## src/rtl/dieukhien_nut.sv

```systemverilog
// dieukhien_nut - front-panel button stage for the LED chaser.
//
// Two raw push-buttons are synchronised and debounced, one FSM per button.
// Each clean press advances a 2-bit wrap-around register:
//   btn_speed -> Select (clock-mux select)
//   btn_mode  -> MODE   (mode-decoder select)
//
// Ports:
//   clk        system clock
//   reset      synchronous reset, active low
//   btn_speed  raw push-button, active high, advances Select
//   btn_mode   raw push-button, active high, advances MODE
//   lock       1 = accepted presses are discarded, registers hold
//   Select     registered 2-bit speed select
//   MODE       registered 2-bit mode select
//   changed    one-cycle strobe in the cycle after Select/MODE changed
//
// Build option:
//   AUTO_CYCLE_EN  adds an idle timer that advances MODE every
//                  AUTO_CYCLES unlocked cycles without a button accept.

// Synchroniser + debounce FSM for one button. accept_o is combinational and
// high for the single cycle in which PRESS_WAIT completes.
module dieukhien_nut_deb #(
    parameter int DEB_CYCLES = 500000
) (
    input  logic clk,
    input  logic reset,
    input  logic btn_i,
    output logic accept_o
);
    localparam int CW = (DEB_CYCLES > 1) ? $clog2(DEB_CYCLES) : 1;
    localparam logic [CW-1:0] CMAX = CW'(DEB_CYCLES - 1);

    typedef enum logic [1:0] {
        IDLE         = 2'd0,
        PRESS_WAIT   = 2'd1,
        PRESSED      = 2'd2,
        RELEASE_WAIT = 2'd3
    } st_e;

    logic          s1_q, s2_q;
    st_e           state_q, state_d;
    logic [CW-1:0] cnt_q, cnt_d;

    // State register, synchroniser flops included.
    always_ff @(posedge clk) begin
        if (!reset) begin
            s1_q    <= 1'b0;
            s2_q    <= 1'b0;
            state_q <= IDLE;
            cnt_q   <= '0;
        end else begin
            s1_q    <= btn_i;
            s2_q    <= s1_q;
            state_q <= state_d;
            cnt_q   <= cnt_d;
        end
    end

    // Next state.
    always_comb begin
        state_d = state_q;
        cnt_d   = cnt_q;
        case (state_q)
            IDLE: begin
                if (s2_q) begin
                    state_d = PRESS_WAIT;
                    cnt_d   = '0;
                end
            end
            PRESS_WAIT: begin
                if (!s2_q)              state_d = IDLE;
                else if (cnt_q == CMAX) state_d = PRESSED;
                else                    cnt_d   = cnt_q + CW'(1);
            end
            PRESSED: begin
                if (!s2_q) begin
                    state_d = RELEASE_WAIT;
                    cnt_d   = '0;
                end
            end
            RELEASE_WAIT: begin
                if (s2_q)               state_d = PRESSED;
                else if (cnt_q == CMAX) state_d = IDLE;
                else                    cnt_d   = cnt_q + CW'(1);
            end
            default: state_d = IDLE;
        endcase
    end

    // Output: accept on the PRESS_WAIT -> PRESSED transition only, so a held
    // button yields exactly one accept.
    always_comb begin
        accept_o = (state_q == PRESS_WAIT) && s2_q && (cnt_q == CMAX);
    end
endmodule

module dieukhien_nut #(
    parameter int DEB_CYCLES  = 500000,
    parameter int AUTO_CYCLES = 100000000
) (
    input  logic       clk,
    input  logic       reset,
    input  logic       btn_speed,
    input  logic       btn_mode,
    input  logic       lock,
    output logic [1:0] Select,
    output logic [1:0] MODE,
    output logic       changed
);
    if (DEB_CYCLES < 2) begin : g_chk_deb
        $error("DEB_CYCLES must be at least 2");
    end
    if (AUTO_CYCLES < 2) begin : g_chk_auto
        $error("AUTO_CYCLES must be at least 2");
    end

    logic [1:0] btn_w;   // [0] speed, [1] mode
    logic [1:0] acc;

    assign btn_w = {btn_mode, btn_speed};

    for (genvar g = 0; g < 2; g++) begin : g_deb
        dieukhien_nut_deb #(.DEB_CYCLES(DEB_CYCLES)) u_deb (
            .clk      (clk),
            .reset    (reset),
            .btn_i    (btn_w[g]),
            .accept_o (acc[g])
        );
    end

    logic       sel_inc, mode_btn_inc, mode_inc, timeout;
    logic [1:0] sel_q, sel_d, mode_q, mode_d;
    logic       changed_q, changed_d;

    // Accepts are consumed while locked; the FSMs advance regardless.
    assign sel_inc      = acc[0] & ~lock;
    assign mode_btn_inc = acc[1] & ~lock;

`ifdef AUTO_CYCLE_EN
    localparam int TW = $clog2(AUTO_CYCLES);
    localparam logic [TW-1:0] TMAX = TW'(AUTO_CYCLES - 1);

    logic [TW-1:0] timer_q, timer_d;

    // Timer freezes while locked, so a lock never triggers an auto step.
    assign timeout = ~lock && (timer_q == TMAX);

    always_comb begin
        timer_d = timer_q;
        if (!lock) begin
            if (timeout || sel_inc || mode_btn_inc) timer_d = '0;
            else                                    timer_d = timer_q + TW'(1);
        end
    end

    always_ff @(posedge clk) begin
        if (!reset) timer_q <= '0;
        else        timer_q <= timer_d;
    end
`else
    assign timeout = 1'b0;
`endif

    // A button accept coinciding with a timeout still steps MODE only once.
    assign mode_inc = mode_btn_inc | timeout;

    always_comb begin
        sel_d     = sel_inc  ? sel_q  + 2'd1 : sel_q;
        mode_d    = mode_inc ? mode_q + 2'd1 : mode_q;
        // Any increment is a real change because the registers wrap mod 4.
        changed_d = sel_inc | mode_inc;
    end

    always_ff @(posedge clk) begin
        if (!reset) begin
            sel_q     <= 2'd0;
            mode_q    <= 2'd0;
            changed_q <= 1'b0;
        end else begin
            sel_q     <= sel_d;
            mode_q    <= mode_d;
            changed_q <= changed_d;
        end
    end

    assign Select  = sel_q;
    assign MODE    = mode_q;
    assign changed = changed_q;
endmodule

```

## config.mk

```make
export PLATFORM = sky130hd
export DESIGN_NAME = dieukhien_nut
export DESIGN_NICKNAME = d
export VERILOG_FILES = /design/src/rtl/dieukhien_nut.sv
export SDC_FILE = /design/constraint.sdc
export NUM_CORES = 1
export LEC_CHECK = 0
export CAP_MARGIN = 5
export CORE_MARGIN = 2
export CORE_UTILIZATION = 54
export DETAILED_ROUTE_END_ITERATION = 6
export PLACE_DENSITY = 0.72
export SLEW_MARGIN = 20
export SYNTH_ARGS = -nofsm -noshare
export SYNTH_HDL_FRONTEND = slang
export SYNTH_HIERARCHICAL = 1
export SYNTH_SLANG_ARGS = --single-unit
```

## constraint.sdc

```tcl
create_clock -name clk -period 2.1 [get_ports clk]
set_clock_uncertainty 0.15 [all_clocks]
set_input_delay 0.315 -clock clk [delete_from_list [all_inputs] [get_ports clk]]
set_output_delay 0.315 -clock clk [all_outputs]
set_load 0.02 [all_outputs]
```

==> run_results.csv, run 1 <==
group,metric,value,unit
worst_setup_path,end_kind,"register",
run_status,violations,"setup timing",
logic_synthesis,syn_inst,271,
cts,htree_levels,2,
sta,slew-limit-headroom,0.569,
logic_synthesis,synth_seq_cells,51,
logic_synthesis,yosys.area.top_type,"dfxtp_1",
min_path,hold_class,"reg2reg",
sta,rsz0062_at_grt,"true",
place,dpl_worst_slack,-200,ps
power_and_ir_drop,power_density,508,nW/µm²
worst_setup_path,critical_path_required,2140,ps
sta,slew_viol_final,0,
cells_and_area,regArea,1030,µm²
worst_setup_path,path_buf_inv,1,
worst_setup_path,r2r-start,"g_deb[1].u_deb/cnt_q[6]",
logic_synthesis,ys_warn_count,6,
power_and_ir_drop,clkPwrFrac,0.395,
cells_and_area,finalNetCount,341,
logic_synthesis,netlist.area_leader.share,0.399,
logic_synthesis,mappedNetlistArea,2560,µm²
global_routing,grt_first_pass_wirelength,10200,µm
cells_and_area,antenna_cells,0,
sta,timing.final.crit_period,2280,ps
sta,post-route-period-util,1.08,
floorplanning,die_area,5310,µm²
worst_setup_path,cp.arrival,2320,ps
floorplanning,core_region_area,4660,µm²
detailed_routing,avgViaCountPerCell,5.94,
worst_setup_path,crit_type,"reg2reg",
sta,setup_viol,41,
worst_setup_path,worst_path_max_delay_cell,"or4_4",
place,dpl_cell_area,3060,µm²
logic_synthesis,synth_commonest_cells,"dfxtp_1, nor2_1, xor2_1, nand3_1, a31oi_1",
power_and_ir_drop,p_leak,1.30,nW
place,numPortBuffers,9,
worst_setup_path,cpPeakStageDelay,580,ps
sta,tns,-3890,ps
global_routing,grtUsageMet2,0.445,
logic_synthesis,ys_seq_area_frac,0.399,
global_routing,grt_use_met1,0.282,
global_routing,grt_pass1_vias,2307,
global_routing,antenna_found_initial,0,
run_status,status,"finished, violations left",
place,gp_congestion,0.819,
min_path,hp-start,"g_deb[1].u_deb/s1_q",
logic_synthesis,yosysMostFrequentCell,"dfxtp_1",
power_and_ir_drop,vdd_drop_max,0.524,mV
logic_synthesis,async_flop_share,0,
global_routing,grt-ovfl-total,0,
logic_synthesis,synth_area_leaders,"dfxtp_1, xor2_1, nand3_1",
cts,clk_latency,300,ps
logic_synthesis,synth_flop_cell,"dfxtp_1",
global_routing,grtUsageMet3,0.0539,
global_routing,grt_max_degree,20,
cts,clkTransAtPathRegs,90,ps
floorplanning,boundaryPins,10,
power_and_ir_drop,p_sw,0.000364,W
logic_synthesis,syn-num-nets,278,
cells_and_area,fin_area,3380,µm²
worst_setup_path,crit_fanout,5,
cts,tritoncts,"done",
cells_and_area,fillers,339,
worst_setup_path,cp-start-kind,"register",
detailed_routing,first_iter_violations,142,
worst_setup_path,critPathLaunch,"g_deb[1].u_deb/cnt_q[6]",
floorplanning,start_util,0.549,
sta,max_freq,440,MHz
cts,clockRootBuffer,"clkbuf_8",
cells_and_area,drive_gt1_frac,0.340,
power_and_ir_drop,power_frac_seq,0.567,
global_routing,grt.total_usage,0.246,
place,dp_hpwl,4250,µm
detailed_routing,ant_nets,0,
power_and_ir_drop,p_int,0.00136,W
detailed_routing,post-route-drc-count,0,
floorplanning,placementRows,25,
sta,tightest_slew,644,ps
logic_synthesis,synth_edf_count,0,
cells_and_area,final_util,0.726,
cells_and_area,syn2layout_area_growth,32.2,%
cts,cts_buffer_depth,2,
sta,worst_slack,-175,ps
power_and_ir_drop,swShare,0.212,
detailed_routing,wire_per_inst,15.8,µm
global_routing,top_usage_layer,"met2",
floorplanning,die_h,72.9,µm
cts,clock_sinks,51,
worst_setup_path,critPathTopFamily,"simple AND/OR/NAND/NOR gates",
logic_synthesis,yosysUniqueCellTypes,50,
floorplanning,die_x,72.9,µm
logic_synthesis,syn_avg_cell_area,9.45,µm²
detailed_routing,drt_wl_total,6140,µm
power_and_ir_drop,combPwrFrac,0.038,
worst_setup_path,critical_path.cell_chain,"or4b_4 > or4_4 > buf_8 > o211ai_2 > xor2_1 > nor2_1",
cells_and_area,multiInputGateArea,1620,µm²
detailed_routing,vias,2312,
job,maxCapViolations,0,
cts,tritoncts.num_buffers,5,
sta,hold_violations,0,
detailed_routing,first_pass_iters,4,
[path summary, 6_finish.rpt]
kind / endpoint / slack, ps / depth (start not counted)
worst max register to register: g_deb[1].u_deb/cnt_q[2] / -180 / 6
worst min register to register: g_deb[1].u_deb/s2_q / 300 / 1
worst min-delay path: g_deb[1].u_deb/s2_q / 300 / 1
worst max-delay path: g_deb[1].u_deb/cnt_q[2] / -180 / 6
[power groups by stage]
stage	registers [W]	logic (W)	clock network, W
2_1_floorplan	0.000996	0.0000293	0
3_3_place_gp	0.000997	0.0000602	0
3_5_place_dp	0.000997	0.0000608	0
4_1_cts	0.000975	0.0000634	0.000699
5_1_grt	0.000976	0.0000706	0.000739
6_report	0.000975	0.0000658	0.000679
[per-layer routing]
metal	routed length, µm	part of all wire	vias to the layer above
li1	-	-	1149
met1	2610	0.42	1110
met2	3250	0.53	42
met3	194	0.032	11
met4	93	0.015	0
met5	0	0	-
[timing repair]
| action | in CTS | in global routing |
|---|---|---|
| setup endpoints to repair | 39 | 42 |
| resized for setup | 23 | 18 |
| pin swaps | 26 | 13 |
| hold buffers | 0 | 0 |
| gates cloned | 1 | 0 |
| setup buffers | 1 | 1 |
[sequential cells by signal (all words and copies together), names as in the netlist, named ones only]
register             count
g_deb.u_deb/s1_q         2
g_deb.u_deb/state_q      2
g_deb.u_deb/s2_q         2
g_deb.u_deb/cnt_q       38
MODE                     2
Select                   2
changed                  1
[final cells by class]
type                            count  share of cell area
Inverter                            2             0.00222
Clock inverter                      3              0.0129
Tap cell                           54              0.0200
Timing Repair Buffer               64               0.159
Clock buffer                        5              0.0203
Sequential cell                    51               0.305
Multi-Input combinational cell    210               0.480
[placed cells by master, fill, tap and decap left out, types with 3 or more instances in the layout]
cell | Yosys | layout
a21oi_1 | 6 | 5
a22o_1 | 5 | 5
a31oi_1 | 12 | 12
a41oi_1 | 5 | 4
and2_1 | 8 | 8
and3_1 | 6 | 6
and3_2 | 4 | 4
buf_4 | 0 | 49
buf_6 | 3 | 4
clkbuf_8 | 1 | 5
clkdlybuf4s50_1 | 0 | 9
dfxtp_1 | 51 | 41
dfxtp_2 | 0 | 10
nand2_1 | 11 | 11
nand2b_1 | 4 | 4
nand3_1 | 20 | 18
nand4_1 | 9 | 9
nor2_1 | 25 | 24
nor3_1 | 3 | 3
nor4_1 | 6 | 4
o21ai_0 | 6 | 5
o21ai_1 | 2 | 3
or4b_4 | 0 | 3
xnor2_1 | 6 | 6
xor2_1 | 23 | 22
[through the flow]
stage / std cells / total power (W) / hold slack [ps]
2_1_floorplan: 271 / 0.00103 / 241
3_3_place_gp: 378 / 0.00106 / 264
3_5_place_dp: 378 / 0.00106 / 273
4_1_cts: 388 / 0.00174 / 296
5_1_grt: 389 / 0.00179 / 315
6_report: 389 / 0.00172 / 303
[cell families (layout without fill, tap and decap cells)]
logic type               count (synthesis)  count (layout)  share of synthesized area
XOR/XNOR                                29              29                     0.0992
adder cells (fa/ha/maj)                  2               2                    0.00977
flip-flops                              51              51                      0.399
multiplexers                             2               2                    0.00880
AND/OR/NAND/NOR                        121             121                      0.284
buffers and inverters                   10              74                     0.0274
AO/OA/AOI/OAI                           56              56                      0.172
Power figures use the tool's default switching activity.
==> run 2: changes to the inputs <==
--- a/config.mk
+++ b/config.mk
@@ -7,9 +7,10 @@
 export LEC_CHECK = 0
 export CAP_MARGIN = 5
 export CORE_MARGIN = 2
-export CORE_UTILIZATION = 54
+export CORE_UTILIZATION = 56
 export DETAILED_ROUTE_END_ITERATION = 6
-export PLACE_DENSITY = 0.72
+export DONT_BUFFER_PORTS = 1
+export PLACE_DENSITY = 0.71
 export SLEW_MARGIN = 20
 export SYNTH_ARGS = -nofsm -noshare
 export SYNTH_HDL_FRONTEND = slang
==> run_results.csv, run 2 (synthesis results as in run 1) <==
group,metric,value,unit
run_status,status,"finished, violations left",
run_status,violations,"setup timing",
place,numPortBuffers,0,
cells_and_area,drive_gt1_frac,0.336,
worst_setup_path,critPathTopFamily,"simple AND/OR/NAND/NOR gates",
sta,tightest_slew,648,ps
place,gp_congestion,0.885,
detailed_routing,avgViaCountPerCell,5.91,
min_path,min_path_cells,1,
worst_setup_path,ff2ff_setup_slack,-140,ps
global_routing,grt_pass1_vias,2186,
power_and_ir_drop,power_frac_seq,0.604,
sta,slew-limit-headroom,0.565,
power_and_ir_drop,clkPwrFrac,0.359,
worst_setup_path,crit_fanout,5,
detailed_routing,drt_wl_total,6040,µm
worst_setup_path,r2r-start,"g_deb[0].u_deb/cnt_q[12]",
sta,post-route-period-util,1.07,
cells_and_area,finalNetCount,340,
sta,worst_slack,-143,ps
cells_and_area,final_util,0.754,
cts,clockRootBuffer,"clkbuf_8",
worst_setup_path,crit_type,"reg2reg",
global_routing,grt.total_usage,0.243,
cells_and_area,largest_register,"g_deb.u_deb/cnt_q",
worst_setup_path,cpPeakStageDelay,570,ps
power_and_ir_drop,p_int,0.00126,W
cts,clk_latency,300,ps
global_routing,grt-ovfl-total,0,
detailed_routing,wire_per_inst,15.7,µm
sta,rsz0062_at_grt,"true",
worst_setup_path,path_buf_inv,1,
global_routing,grt_first_pass_wirelength,9930,µm
power_and_ir_drop,p_sw,0.000355,W
detailed_routing,ant_nets,0,
cells_and_area,mostFrequentLayoutCells,"buf_4, dfxtp_1, nor2_1, xor2_1, nand3_1",
cells_and_area,mostFrequentLayoutCell,"buf_4",
cts,clock_sinks,51,
cts,tritoncts.num_buffers,5,
power_and_ir_drop,power_density,488,nW/µm²
min_path,hold_class,"in2reg",
sta,slew_viol_final,0,
min_path,hp-start,"reset",
min_path,holdPathEnd,"changed",
cts,tritoncts,"done",
floorplanning,boundaryPins,10,
worst_setup_path,crit_cells,6,
worst_setup_path,cp.arrival,2300,ps
floorplanning,placementRows,24,
place,dp_hpwl,4150,µm
worst_setup_path,end_kind,"register",
cts,clkTransAtPathRegs,90,ps
sta,tns,-2650,ps
power_and_ir_drop,swShare,0.220,
cts,cts_buffer_depth,2,
power_and_ir_drop,p_leak,1.29,nW
floorplanning,core_region_area,4380,µm²
floorplanning,die_h,71.6,µm
floorplanning,die_area,5130,µm²
floorplanning,die_x,71.6,µm
cts,htree_levels,2,
job,maxCapViolations,0,
cells_and_area,largest_reg_flops,38,
detailed_routing,first_iter_violations,109,
worst_setup_path,reg2reg_to,"g_deb[0].u_deb/cnt_q[7]",
floorplanning,start_util,0.584,
worst_setup_path,worst_path_max_delay_cell,"or4_4",
worst_setup_path,critical_path.cell_chain,"or4b_1 > or4_4 > buf_8 > o211ai_1 > xor2_1 > nor2_1",
cells_and_area,antenna_cells,0,
worst_setup_path,r2r_cells,6,
detailed_routing,post-route-drc-count,0,
sta,hold_violations,0,
sta,max_freq,446,MHz
sta,timing.final.crit_period,2240,ps
detailed_routing,first_pass_iters,4,
power_and_ir_drop,combPwrFrac,0.037,
global_routing,grt_max_degree,15,
cells_and_area,syn2layout_area_growth,29.1,%
detailed_routing,vias,2275,
global_routing,antenna_found_initial,0,
worst_setup_path,cp-start-kind,"register",
power_and_ir_drop,vdd_drop_max,0.368,mV
worst_setup_path,critical_path_required,2160,ps
sta,setup_viol,34,
==> run 2: how the worst max path moves through the flow <==
stage	from	end	slack, ps
floorplan	g_deb[0].u_deb/cnt_q[12]	g_deb[0].u_deb/cnt_q[2]	-60
global placement	g_deb[0].u_deb/cnt_q[12]	g_deb[0].u_deb/cnt_q[2]	-90
finish	g_deb[0].u_deb/cnt_q[12]	g_deb[0].u_deb/cnt_q[7]	-140
CTS	g_deb[0].u_deb/cnt_q[12]	g_deb[0].u_deb/cnt_q[7]	-120
detailed placement	g_deb[0].u_deb/cnt_q[6]	Select[1]	-180
global route	g_deb[0].u_deb/cnt_q[12]	g_deb[0].u_deb/cnt_q[7]	-230
==> run 2: timing repair <==
| item | in CTS | in global routing |
|---|---|---|
| pin swaps | 23 | 16 |
| endpoints found under the hold margin | 9 | 2 |
| hold buffers | 4 | 1 |
| gates cloned | 0 | 1 |
| endpoints found under the setup margin | 38 | 40 |
| gates resized for setup | 13 | 23 |
| setup buffers | 2 | 5 |
==> run 2: layer usage <==
metal	wire, µm	part of all wire	vias to the layer above	GRT usage
li1	-	-	1135	-
met1	2560	0.42	1106	0.281
met2	3260	0.54	25	0.453
met3	123	0.020	9	0.0450
met4	93	0.015	0	0.0713
met5	0	0	-	0
==> run 2: worst reg2reg max path, delay by kind of cell, from the launching register on <==
kind                   cells  cell delay [ps]
buffers and inverters      1              160
AND/OR/NAND/NOR            3             1140
AO/OA/AOI/OAI              1              180
flip-flops                 1              330
XOR/XNOR                   1              180
==> run 2: stage by stage <==
| step | setup slack [ps] | instances | power, W | hold slack, ps | area, µm² |
|---|---|---|---|---|---|
| after floorplan | -60.2 | 271 | 0.00103 | 241 | 2570 |
| after global placement | -89.9 | 366 | 0.00104 | 242 | 2960 |
| after detailed placement | -179 | 366 | 0.00104 | 245 | 2960 |
| after CTS | -119 | 378 | 0.00162 | 0.175 | 3160 |
| after global routing | -226 | 385 | 0.00167 | -0.383 | 3310 |
| final | -143 | 385 | 0.00161 | 11.8 | 3310 |
==> run 2: area by class of cell <==
class	instances	area, µm²
fill	322	1080
sequential	51	1030
timing repair buffer	63	520
clock buffer	6	82.6
inverter	2	7.51
clock inverter	1	5.00
multi-input combinational	210	1600
tap	52	65.1
==> run 2: power by group through the flow <==
stage / logic, W / registers (W) / clock network, W
floorplan: 0.0000293 / 0.000996 / 0
global placement: 0.0000448 / 0.000997 / 0
detailed placement: 0.0000457 / 0.000997 / 0
CTS: 0.0000551 / 0.000974 / 0.000590
global route: 0.0000642 / 0.000975 / 0.000626
finish: 0.0000597 / 0.000975 / 0.000580
